**config.mk**
```make
export PLATFORM = sky130hd
export DESIGN_NAME = mem_arbiter_flat
export DESIGN_NICKNAME = d
export VERILOG_FILES = /design/src/rtl/mem_arbiter_pkg.sv /design/src/rtl/mem_arbiter_if.sv /design/src/rtl/mem_arbiter_rr_arb2.sv /design/src/rtl/mem_arbiter.sv /design/src/flat_wrapper.sv
export SDC_FILE = /design/constraint.sdc
export NUM_CORES = 1
export LEC_CHECK = 0
export BUFFER_PORTS_ARGS = -buffer_cell sky130_fd_sc_hd__buf_2
export CORE_MARGIN = 2
export CORE_UTILIZATION = 30
export DETAILED_ROUTE_END_ITERATION = 8
export SLEW_MARGIN = 20
export SYNTH_ARGS = -nofsm -noshare
export SYNTH_HDL_FRONTEND = slang
export SYNTH_SLANG_ARGS = --single-unit
```
**constraint.sdc**
```tcl
create_clock -name clk -period 7.7 [get_ports clk]
set_input_delay 1.155 -clock clk [delete_from_list [all_inputs] [get_ports clk]]
set_output_delay 1.155 -clock clk [all_outputs]
set_load 0.02 [all_outputs]
```
**src/rtl/mem_arbiter_pkg.sv**
```systemverilog
// Shared encodings for the two-port data-memory arbiter.
// FSM states, requester ids and transfer-length codes.
package mem_arb_pkg;

    typedef enum logic [1:0] {
        IDLE  = 2'd0,
        XFER0 = 2'd1,
        XFER1 = 2'd2,
        RESP  = 2'd3
    } state_t;

    localparam logic PORT_CPU = 1'b0;
    localparam logic PORT_DMA = 1'b1;

    localparam logic LEN_BYTE = 1'b0;
    localparam logic LEN_WORD = 1'b1;

endpackage

```
**src/rtl/mem_arbiter_if.sv**
```systemverilog
// Requester pair plus byte-wide memory bus seen by mem_arbiter.
// master: requesters and memory model; slave: the arbiter itself.
interface mem_arbiter_if #(
    parameter int ADDR_W = 13,
    parameter int BYTE_W = 8
);
    logic                req0, req1;
    logic                we0, we1;
    logic                len0, len1;
    logic [ADDR_W-1:0]   addr0, addr1;
    logic [2*BYTE_W-1:0] wdata0, wdata1;
    logic                ack0, ack1;
    logic [2*BYTE_W-1:0] rdata0, rdata1;
    logic [ADDR_W-1:0]   mem_addr;
    logic [BYTE_W-1:0]   mem_wdata;
    logic [BYTE_W-1:0]   mem_rdata;
    logic                mem_read_en;
    logic                mem_write_en;
    logic                busy;

    modport master (
        output req0, req1, we0, we1, len0, len1, addr0, addr1, wdata0, wdata1, mem_rdata,
        input  ack0, ack1, rdata0, rdata1, mem_addr, mem_wdata, mem_read_en, mem_write_en, busy
    );

    modport slave (
        input  req0, req1, we0, we1, len0, len1, addr0, addr1, wdata0, wdata1, mem_rdata,
        output ack0, ack1, rdata0, rdata1, mem_addr, mem_wdata, mem_read_en, mem_write_en, busy
    );
endinterface

```
**src/rtl/mem_arbiter_rr_arb2.sv**
```systemverilog
// Combinational two-requester picker; round-robin on last_grant by default.
// MEM_ARB_FIXED_PRIO_EN selects fixed priority with port 0 winning ties.
module rr_arb2
    import mem_arb_pkg::*;
(
    input  logic req0,
    input  logic req1,
    input  logic last_grant,
    output logic grant_valid,
    output logic grant_id
);
    assign grant_valid = req0 | req1;

`ifdef MEM_ARB_FIXED_PRIO_EN
    assign grant_id = req0 ? PORT_CPU : PORT_DMA;
`else
    always_comb begin
        grant_id = PORT_CPU;
        if (req0 && req1) begin
            grant_id = ~last_grant;
        end else if (req1) begin
            grant_id = PORT_DMA;
        end
    end
`endif
endmodule

```
**src/rtl/mem_arbiter.sv**
```systemverilog
// Two-port arbiter/sequencer for a single-port byte memory; byte ack 2 cycles, word ack 3 cycles after grant.
// Optional MEM_ARB_FIXED_PRIO_EN: port 0 wins every tie instead of round-robin.
module mem_arbiter
    import mem_arb_pkg::*;
#(
    parameter int ADDR_W = 13,
    parameter int BYTE_W = 8
) (
    input  logic          clk,
    input  logic          rst,
    mem_arbiter_if.slave  bus
);
    state_t              state_q;
    logic                last_grant_q;
    logic                id_q, we_q, len_q;
    logic [ADDR_W-1:0]   addr_q;
    logic [BYTE_W-1:0]   wdata_hi_q;
    logic [BYTE_W-1:0]   byte0_q;
    logic [ADDR_W-1:0]   mem_addr_q;
    logic [BYTE_W-1:0]   mem_wdata_q;
    logic                mem_re_q, mem_we_q;
    logic                ack0_q, ack1_q, busy_q;
    logic [2*BYTE_W-1:0] rdata0_q, rdata1_q;
    logic [2*BYTE_W-1:0] rdata_d;

    logic                grant_valid, grant_id;
    logic                sel_we, sel_len;
    logic [ADDR_W-1:0]   sel_addr;
    logic [2*BYTE_W-1:0] sel_wdata;

    rr_arb2 u_arb (
        .req0        (bus.req0),
        .req1        (bus.req1),
        .last_grant  (last_grant_q),
        .grant_valid (grant_valid),
        .grant_id    (grant_id)
    );

    assign sel_we    = (grant_id == PORT_DMA) ? bus.we1    : bus.we0;
    assign sel_len   = (grant_id == PORT_DMA) ? bus.len1   : bus.len0;
    assign sel_addr  = (grant_id == PORT_DMA) ? bus.addr1  : bus.addr0;
    assign sel_wdata = (grant_id == PORT_DMA) ? bus.wdata1 : bus.wdata0;

    // The last byte of a read arrives only in RESP, so assembly is combinational there.
    assign rdata_d = (len_q == LEN_WORD) ? {bus.mem_rdata, byte0_q}
                                         : {{BYTE_W{1'b0}}, bus.mem_rdata};

    always_ff @(posedge clk or posedge rst) begin
        if (rst) begin
            state_q      <= IDLE;
            last_grant_q <= PORT_DMA;
            id_q         <= PORT_CPU;
            we_q         <= 1'b0;
            len_q        <= LEN_BYTE;
            addr_q       <= '0;
            wdata_hi_q   <= '0;
            byte0_q      <= '0;
            mem_addr_q   <= '0;
            mem_wdata_q  <= '0;
            mem_re_q     <= 1'b0;
            mem_we_q     <= 1'b0;
            ack0_q       <= 1'b0;
            ack1_q       <= 1'b0;
            busy_q       <= 1'b0;
            rdata0_q     <= '0;
            rdata1_q     <= '0;
        end else begin
            case (state_q)
                IDLE: begin
                    if (grant_valid) begin
                        state_q      <= XFER0;
                        last_grant_q <= grant_id;
                        id_q         <= grant_id;
                        we_q         <= sel_we;
                        len_q        <= sel_len;
                        addr_q       <= sel_addr;
                        wdata_hi_q   <= sel_wdata[2*BYTE_W-1:BYTE_W];
                        mem_addr_q   <= sel_addr;
                        mem_wdata_q  <= sel_wdata[BYTE_W-1:0];
                        mem_we_q     <= sel_we;
                        mem_re_q     <= ~sel_we;
                        busy_q       <= 1'b1;
                    end
                end
                XFER0: begin
                    if (len_q == LEN_WORD) begin
                        state_q     <= XFER1;
                        mem_addr_q  <= addr_q + ADDR_W'(1);
                        mem_wdata_q <= wdata_hi_q;
                    end else begin
                        state_q  <= RESP;
                        mem_re_q <= 1'b0;
                        mem_we_q <= 1'b0;
                        ack0_q   <= (id_q == PORT_CPU);
                        ack1_q   <= (id_q == PORT_DMA);
                    end
                end
                XFER1: begin
                    if (!we_q) begin
                        byte0_q <= bus.mem_rdata;
                    end
                    state_q  <= RESP;
                    mem_re_q <= 1'b0;
                    mem_we_q <= 1'b0;
                    ack0_q   <= (id_q == PORT_CPU);
                    ack1_q   <= (id_q == PORT_DMA);
                end
                RESP: begin
                    state_q <= IDLE;
                    ack0_q  <= 1'b0;
                    ack1_q  <= 1'b0;
                    busy_q  <= 1'b0;
                    if (!we_q) begin
                        if (id_q == PORT_DMA) rdata1_q <= rdata_d;
                        else                  rdata0_q <= rdata_d;
                    end
                end
                default: state_q <= IDLE;
            endcase
        end
    end

    assign bus.ack0         = ack0_q;
    assign bus.ack1         = ack1_q;
    assign bus.rdata0       = (state_q == RESP && !we_q && id_q == PORT_CPU) ? rdata_d : rdata0_q;
    assign bus.rdata1       = (state_q == RESP && !we_q && id_q == PORT_DMA) ? rdata_d : rdata1_q;
    assign bus.mem_addr     = mem_addr_q;
    assign bus.mem_wdata    = mem_wdata_q;
    assign bus.mem_read_en  = mem_re_q;
    assign bus.mem_write_en = mem_we_q;
    assign bus.busy         = busy_q;
endmodule

```
**src/flat_wrapper.sv**
```systemverilog
// flat-port wrapper written by rule: the top's interface ports become plain ports
module mem_arbiter_flat import mem_arb_pkg::*;
#(
    parameter int ADDR_W = 13,
    parameter int BYTE_W = 8
)
  (clk, rst, bus_req0, bus_req1, bus_we0, bus_we1, bus_len0, bus_len1, bus_addr0, bus_addr1, bus_wdata0, bus_wdata1, bus_mem_rdata, bus_ack0, bus_ack1, bus_rdata0, bus_rdata1, bus_mem_addr, bus_mem_wdata, bus_mem_read_en, bus_mem_write_en, bus_busy);
  mem_arbiter_if #(.ADDR_W(ADDR_W), .BYTE_W(BYTE_W)) bus_i ();
  input  logic clk;
  input  logic rst;
  input wire logic [$bits(bus_i.req0)-1:0] bus_req0;
  input wire logic [$bits(bus_i.req1)-1:0] bus_req1;
  input wire logic [$bits(bus_i.we0)-1:0] bus_we0;
  input wire logic [$bits(bus_i.we1)-1:0] bus_we1;
  input wire logic [$bits(bus_i.len0)-1:0] bus_len0;
  input wire logic [$bits(bus_i.len1)-1:0] bus_len1;
  input wire logic [$bits(bus_i.addr0)-1:0] bus_addr0;
  input wire logic [$bits(bus_i.addr1)-1:0] bus_addr1;
  input wire logic [$bits(bus_i.wdata0)-1:0] bus_wdata0;
  input wire logic [$bits(bus_i.wdata1)-1:0] bus_wdata1;
  input wire logic [$bits(bus_i.mem_rdata)-1:0] bus_mem_rdata;
  output wire logic [$bits(bus_i.ack0)-1:0] bus_ack0;
  output wire logic [$bits(bus_i.ack1)-1:0] bus_ack1;
  output wire logic [$bits(bus_i.rdata0)-1:0] bus_rdata0;
  output wire logic [$bits(bus_i.rdata1)-1:0] bus_rdata1;
  output wire logic [$bits(bus_i.mem_addr)-1:0] bus_mem_addr;
  output wire logic [$bits(bus_i.mem_wdata)-1:0] bus_mem_wdata;
  output wire logic [$bits(bus_i.mem_read_en)-1:0] bus_mem_read_en;
  output wire logic [$bits(bus_i.mem_write_en)-1:0] bus_mem_write_en;
  output wire logic [$bits(bus_i.busy)-1:0] bus_busy;
  assign bus_i.req0 = bus_req0;
  assign bus_i.req1 = bus_req1;
  assign bus_i.we0 = bus_we0;
  assign bus_i.we1 = bus_we1;
  assign bus_i.len0 = bus_len0;
  assign bus_i.len1 = bus_len1;
  assign bus_i.addr0 = bus_addr0;
  assign bus_i.addr1 = bus_addr1;
  assign bus_i.wdata0 = bus_wdata0;
  assign bus_i.wdata1 = bus_wdata1;
  assign bus_i.mem_rdata = bus_mem_rdata;
  assign bus_ack0 = bus_i.ack0;
  assign bus_ack1 = bus_i.ack1;
  assign bus_rdata0 = bus_i.rdata0;
  assign bus_rdata1 = bus_i.rdata1;
  assign bus_mem_addr = bus_i.mem_addr;
  assign bus_mem_wdata = bus_i.mem_wdata;
  assign bus_mem_read_en = bus_i.mem_read_en;
  assign bus_mem_write_en = bus_i.mem_write_en;
  assign bus_busy = bus_i.busy;
  mem_arbiter #(.ADDR_W(ADDR_W), .BYTE_W(BYTE_W)) u_core (.clk(clk), .rst(rst), .bus(bus_i));
endmodule
```
==> reports/qor.csv, run 1 <==
metric,value,unit
DRT antenna net count,0,
Startpoint Class,register,
minimum clock period,3790,ps
CP required,6550,ps
vias in the first global route,3298,
Worst path max stage delay,720,ps
grt total ovfl,0,
highest-count cells in the layout ignoring fill and taps,"131 x buf_2, 92 x dfrtp_1, 87 x nand2_1, 84 x o21ai_0, 40 x mux2i_1",
DRC,0,
Mapped Cells,433,
routed len/inst,14.4,microns
initial antenna violation count,0,
Final Hold Vio Count,0,
gr usage total,13.8,%
"critical path fanouts, max",32,
"Seq/Total Area, Yosys",53.1,%
slowest CP cell,nand3b_1,
vias after detailed routing,3472,
via/cell ratio,4.70,
yosys warns,0,
post-place setup slack,4240,ps
WL final,10600,microns
crit path cell chain,ha_1 -> nand3b_1 -> o21ai_0 -> buf_2,
first-pass GRT wire length,17200,microns
die area,0.0156,sq mm
Leak,0.00275,uW
DP Area,0.00516,sq mm
"most common cell after layout, fill and taps aside",buf_2,
Finished Cell Area,0.00548,sq mm
Root Buffer,clkbuf_16,
syn nets,513,
clock-pin slew on the worst setup and hold paths,60,ps
Critical path buffers and inverters,1,
relative slew slack,31.7,%
setup_tns,0,ps
Die Span X,125,microns
drt first-iter violations,157,
HP Class,register to register,
clk_lat worst skew,350,ps
share of the synthesized area in the top cell type,52.5,%
synthesized area,0.00439,sq mm
nets,630,
PnR worst setup slack,3910,ps
number of setup violations in the final report,0,
"EDFF count, synth",0,
layout cells sized above 1,31.5,%
H-tree depth,3,
most used flip-flop cell after synthesis,dfrtp_1,
Slew @ Worst Pin,1020,ps
CTS resizes,0,
Synth area leader,dfrtp_1,
Core ar.,0.0144,sq mm
row cnt,44,
Max Cap Viol,0,
1st-pass router iterations,4,
Pins Over Slew Limit,0,
I/O pin count,132,
RD Place Congestion,0.743,
clock sinks,93,
synth top area cells,"dfrtp_1 52%, o21ai_0 9.7%, mux2i_1 9.1%, nand2_1 7.4%, mux2_2 4.9%",
Max Buffers Root-to-Sink,2,
final cycle utilization of the critical path,49.3,%
Crit Path Class,register to output port,
"CP delay by family, top",simple AND/OR/NAND/NOR gates,
die extent in y,125,microns
asr flop ratio synth,100,%
post-DP HPWL,7630,microns
largest net degree at the start of global routing,52,
# port buffers,131,
Crit. End Element,output port,
peak supply drop,0.160,mV
clock skew,5.49,ps
P per Cell Area,443,mW/mm^2
"flops & latches, synth",93,
Synth-to-Final Area Change,24.9,%
CTS tree,built,
Mapped Avg Cell Area,10.1,sq um
Fmax,264,MHz
Initial Util,30.4,%
cts hold-fix bufs,0,
# diodes,0,
CTS Buf Count,9,
Arrival @ worst endpoint,2640,ps
synth unique cells,38,
outcome,completed,
postcts setup bufs,0,
RSZ-0062 raised after global routing,no,
[power breakdown]
| group | internal (uW) | switching (uW) |
|---|---|---|
| sequential | 728 | 143 |
| clock | 251 | 190 |
| combinational | 412 | 701 |
[through the flow]
| step | hold slack (ps) | util [%] | power, uW | cells |
|---|---|---|---|---|
| after floorplan | 439 | - | 1660 | 433 |
| after global placement | 454 | 35.7 | 1950 | 722 |
| after detailed placement | 461 | 35.7 | 1990 | 722 |
| after CTS | 476 | 37.8 | 2440 | 738 |
| after global routing | 498 | 38.0 | 2610 | 739 |
| final | 472 | 38.0 | 2420 | 739 |
[cell type report]
type / count / area (sq um)
sequential: 93 / 2330
timing repair buffer: 133 / 691
tap: 184 / 230
inverter: 11 / 43.8
multi-input combinational: 302 / 1890
clock buffer: 10 / 229
fill: 1449 / 8950
clock inverter: 6 / 63.8
[registers in the layout (all words and copies together), names as in the netlist]
register / flops
u_core.addr_q: 13
u_core.bus.ack0: 1
u_core.bus.ack1: 1
u_core.bus.busy: 1
u_core.bus.mem_addr: 13
u_core.bus.mem_read_en: 1
u_core.bus.mem_wdata: 8
u_core.bus.mem_write_en: 1
u_core.byte0_q: 8
u_core.id_q: 1
u_core.last_grant_q: 1
u_core.len_q: 1
u_core.rdata0_q: 16
u_core.rdata1_q: 16
u_core.state_q: 2
u_core.wdata_hi_q: 8
u_core.we_q: 1
[path summary, 6_finish.rpt]
check | startpoint | cells after the start | slack [ps] | end
worst max register to register | u_core.state_q[0] | 5 | 5370 | u_core.bus.mem_addr[0]
min in group asynchronous | rst | 2 | 850 | u_core.bus.mem_wdata[3]
worst min-delay path | u_core.rdata0_q[2] | 2 | 470 | u_core.rdata0_q[2]
max in group asynchronous | rst | 3 | 5780 | u_core.bus.ack0
worst max-delay path | u_core.state_q[0] | 4 | 3910 | bus_rdata1[14]
worst min register to register | u_core.rdata0_q[2] | 2 | 470 | u_core.rdata0_q[2]
[Yosys cell counts (all sizes together) (2+ instances only)]
master	count
a21o	3
nand2	87
o21ai	88
inv	11
nand4	2
o221ai	7
nand3b	2
a21oi	4
nor2	10
mux2i	40
dfrtp	92
o31ai	2
nor3	3
or3b	2
ha	6
mux2	19
clkbuf	13
nand3	5
xnor2	9
buf	14
[per-layer routing]
| metal | track usage [%] | share of wire, % |
|---|---|---|
| met1 | 19.3 | 48 |
| met5 | 0 | 0 |
| met3 | 3.26 | 6.4 |
| met2 | 20.9 | 45 |
| met4 | 5.49 | 1.4 |
[kinds of logic (layout without fill, tap and decap cells)]
family / count (synthesis) / count (layout) / share of synthesized area [%]
mux: 59 / 59 / 14.0
fa+ha+maj: 6 / 6 / 1.71
buf+inv: 38 / 160 / 4.05
xor+xnor: 10 / 10 / 2.00
compound gates: 112 / 112 / 14.3
simple gates: 115 / 115 / 10.8
flops: 93 / 93 / 53.1
[worst min-delay path, stage by stage, from the launching register on]
cell and delay, ps:
dfrtp_1 320, nand2_1 50, o21ai_0 60
Power figures use the tool's default switching activity.
==> run 2, diff against run 1 <==
- clock period: 7.7 -> 3.9 ns (I/O delays scaled with it)
==> reports/qor.csv, run 2 (synthesis results as in run 1) <==
metric,value,unit
outcome,completed,
via/cell ratio,4.68,
highest-count cells in the layout ignoring fill and taps,"131 x buf_2, 92 x dfrtp_1, 87 x nand2_1, 84 x o21ai_0, 40 x mux2i_1",
row cnt,44,
1st-pass router iterations,4,
final cycle utilization of the critical path,83.2,%
Die Span X,125,microns
Final Hold Vio Count,0,
Leak,0.00277,uW
Max Cap Viol,0,
WL final,10500,microns
clock sinks,93,
# port buffers,131,
post-DP HPWL,7600,microns
gr usage total,13.7,%
Crit. End Element,output port,
RSZ-0062 raised after global routing,no,
setup_tns,0,ps
clk_lat worst skew,340,ps
number of setup violations in the final report,0,
CTS Buf Count,9,
postcts setup bufs,0,
Startpoint Class,register,
initial antenna violation count,0,
Core ar.,0.0144,sq mm
"most common cell after layout, fill and taps aside",buf_2,
"critical path fanouts, max",32,
die area,0.0156,sq mm
# diodes,0,
grt total ovfl,0,
largest net degree at the start of global routing,83,
minimum clock period,3250,ps
vias in the first global route,3360,
drt first-iter violations,122,
Largest regs,"u_core.rdata0_q: 16 flops, u_core.rdata1_q: 16 flops",
RD Place Congestion,0.746,
Fmax,308,MHz
Slew @ Worst Pin,1040,ps
first-pass GRT wire length,17100,microns
H-tree depth,3,
clock-pin slew on the worst setup and hold paths,60,ps
routed len/inst,14.2,microns
peak supply drop,0.353,mV
Synth-to-Final Area Change,25.2,%
clock skew,5.41,ps
Arrival @ worst endpoint,2660,ps
nets,630,
cts hold-fix bufs,0,
Crit Path Class,register to output port,
Max Buffers Root-to-Sink,2,
layout cells sized above 1,31.4,%
relative slew slack,30.4,%
I/O pin count,132,
DRT antenna net count,0,
CP required,3310,ps
DRC,0,
vias after detailed routing,3460,
CTS tree,built,
CTS resizes,0,
HP Class,primary input to asynchronous set/reset pin,
Power Total,4840,uW
P per Cell Area,881,mW/mm^2
die extent in y,125,microns
Pins Over Slew Limit,0,
Initial Util,30.4,%
Root Buffer,clkbuf_16,
## run 2: changes by cell type in the layout (fill, tap and decap cells not counted), sizes merged
cell and delta:
clkinv -1, clkbuf +2, bufinv +1, clkinvlp -2
## run 2: area by class of cell
cell class | count | area (sq um)
clock buffer | 12 | 256
inverter | 11 | 46.3
sequential | 93 | 2330
timing repair buffer | 133 | 671
tap | 184 | 230
fill | 1467 | 8930
multi-input combinational | 302 | 1890
clock inverter | 4 | 70.1
## run 2: worst max-delay path: stages (launching register included)
cell,delay [ps]
dfrtp_1,410
ha_1,280
nand3b_1,730
o21ai_0,640
buf_2,250
## run 2: final timing paths
path / start / to / slack (ps) / cells after the start
min in group clk: u_core.rdata0_q[14] / u_core.rdata0_q[14] / 470 / 2
max reg2reg: u_core.state_q[0] / u_core.bus.mem_addr[9] / 1350 / 7
max: u_core.state_q[0] / bus_rdata1[9] / 650 / 4
max in group asynchronous: rst / u_core.rdata1_q[3] / 2870 / 3
min reg2reg: u_core.rdata0_q[14] / u_core.rdata0_q[14] / 470 / 2
min: rst / u_core.bus.mem_addr[0] / 380 / 2
## run 2: power breakdown
group / total (uW) / switching (uW) / leakage [uW] / internal (uW)
Combinational: 2170 / 1370 / 0.00145 / 798
Sequential: 1720 / 278 / 0.00115 / 1440
Clock: 955 / 361 / 0.000163 / 595
Total: 4840 / 2010 / 0.00277 / 2830
## run 2: layer usage
| layer | global-route usage, % | share of wire [%] | up-vias |
|---|---|---|---|
| li1 | - | - | 1731 |
| met3 | 4.68 | 6.3 | 9 |
| met2 | 22.3 | 47 | 109 |
| met5 | 0 | 0 | - |
| met1 | 17.9 | 46 | 1611 |
| met4 | 2.94 | 0.71 | 0 |
## run 2: metrics by stage
stage	utilization, %	cells	instance area [sq um]	setup slack (ps)	hold WS, ps
after global placement	35.8	723	5160	1070	454
after global routing	38.1	739	5490	410	443
after detailed placement	35.8	723	5160	997	460
after floorplan	-	433	4390	896	439
after CTS	38.1	739	5490	606	464
final	38.1	739	5490	654	380
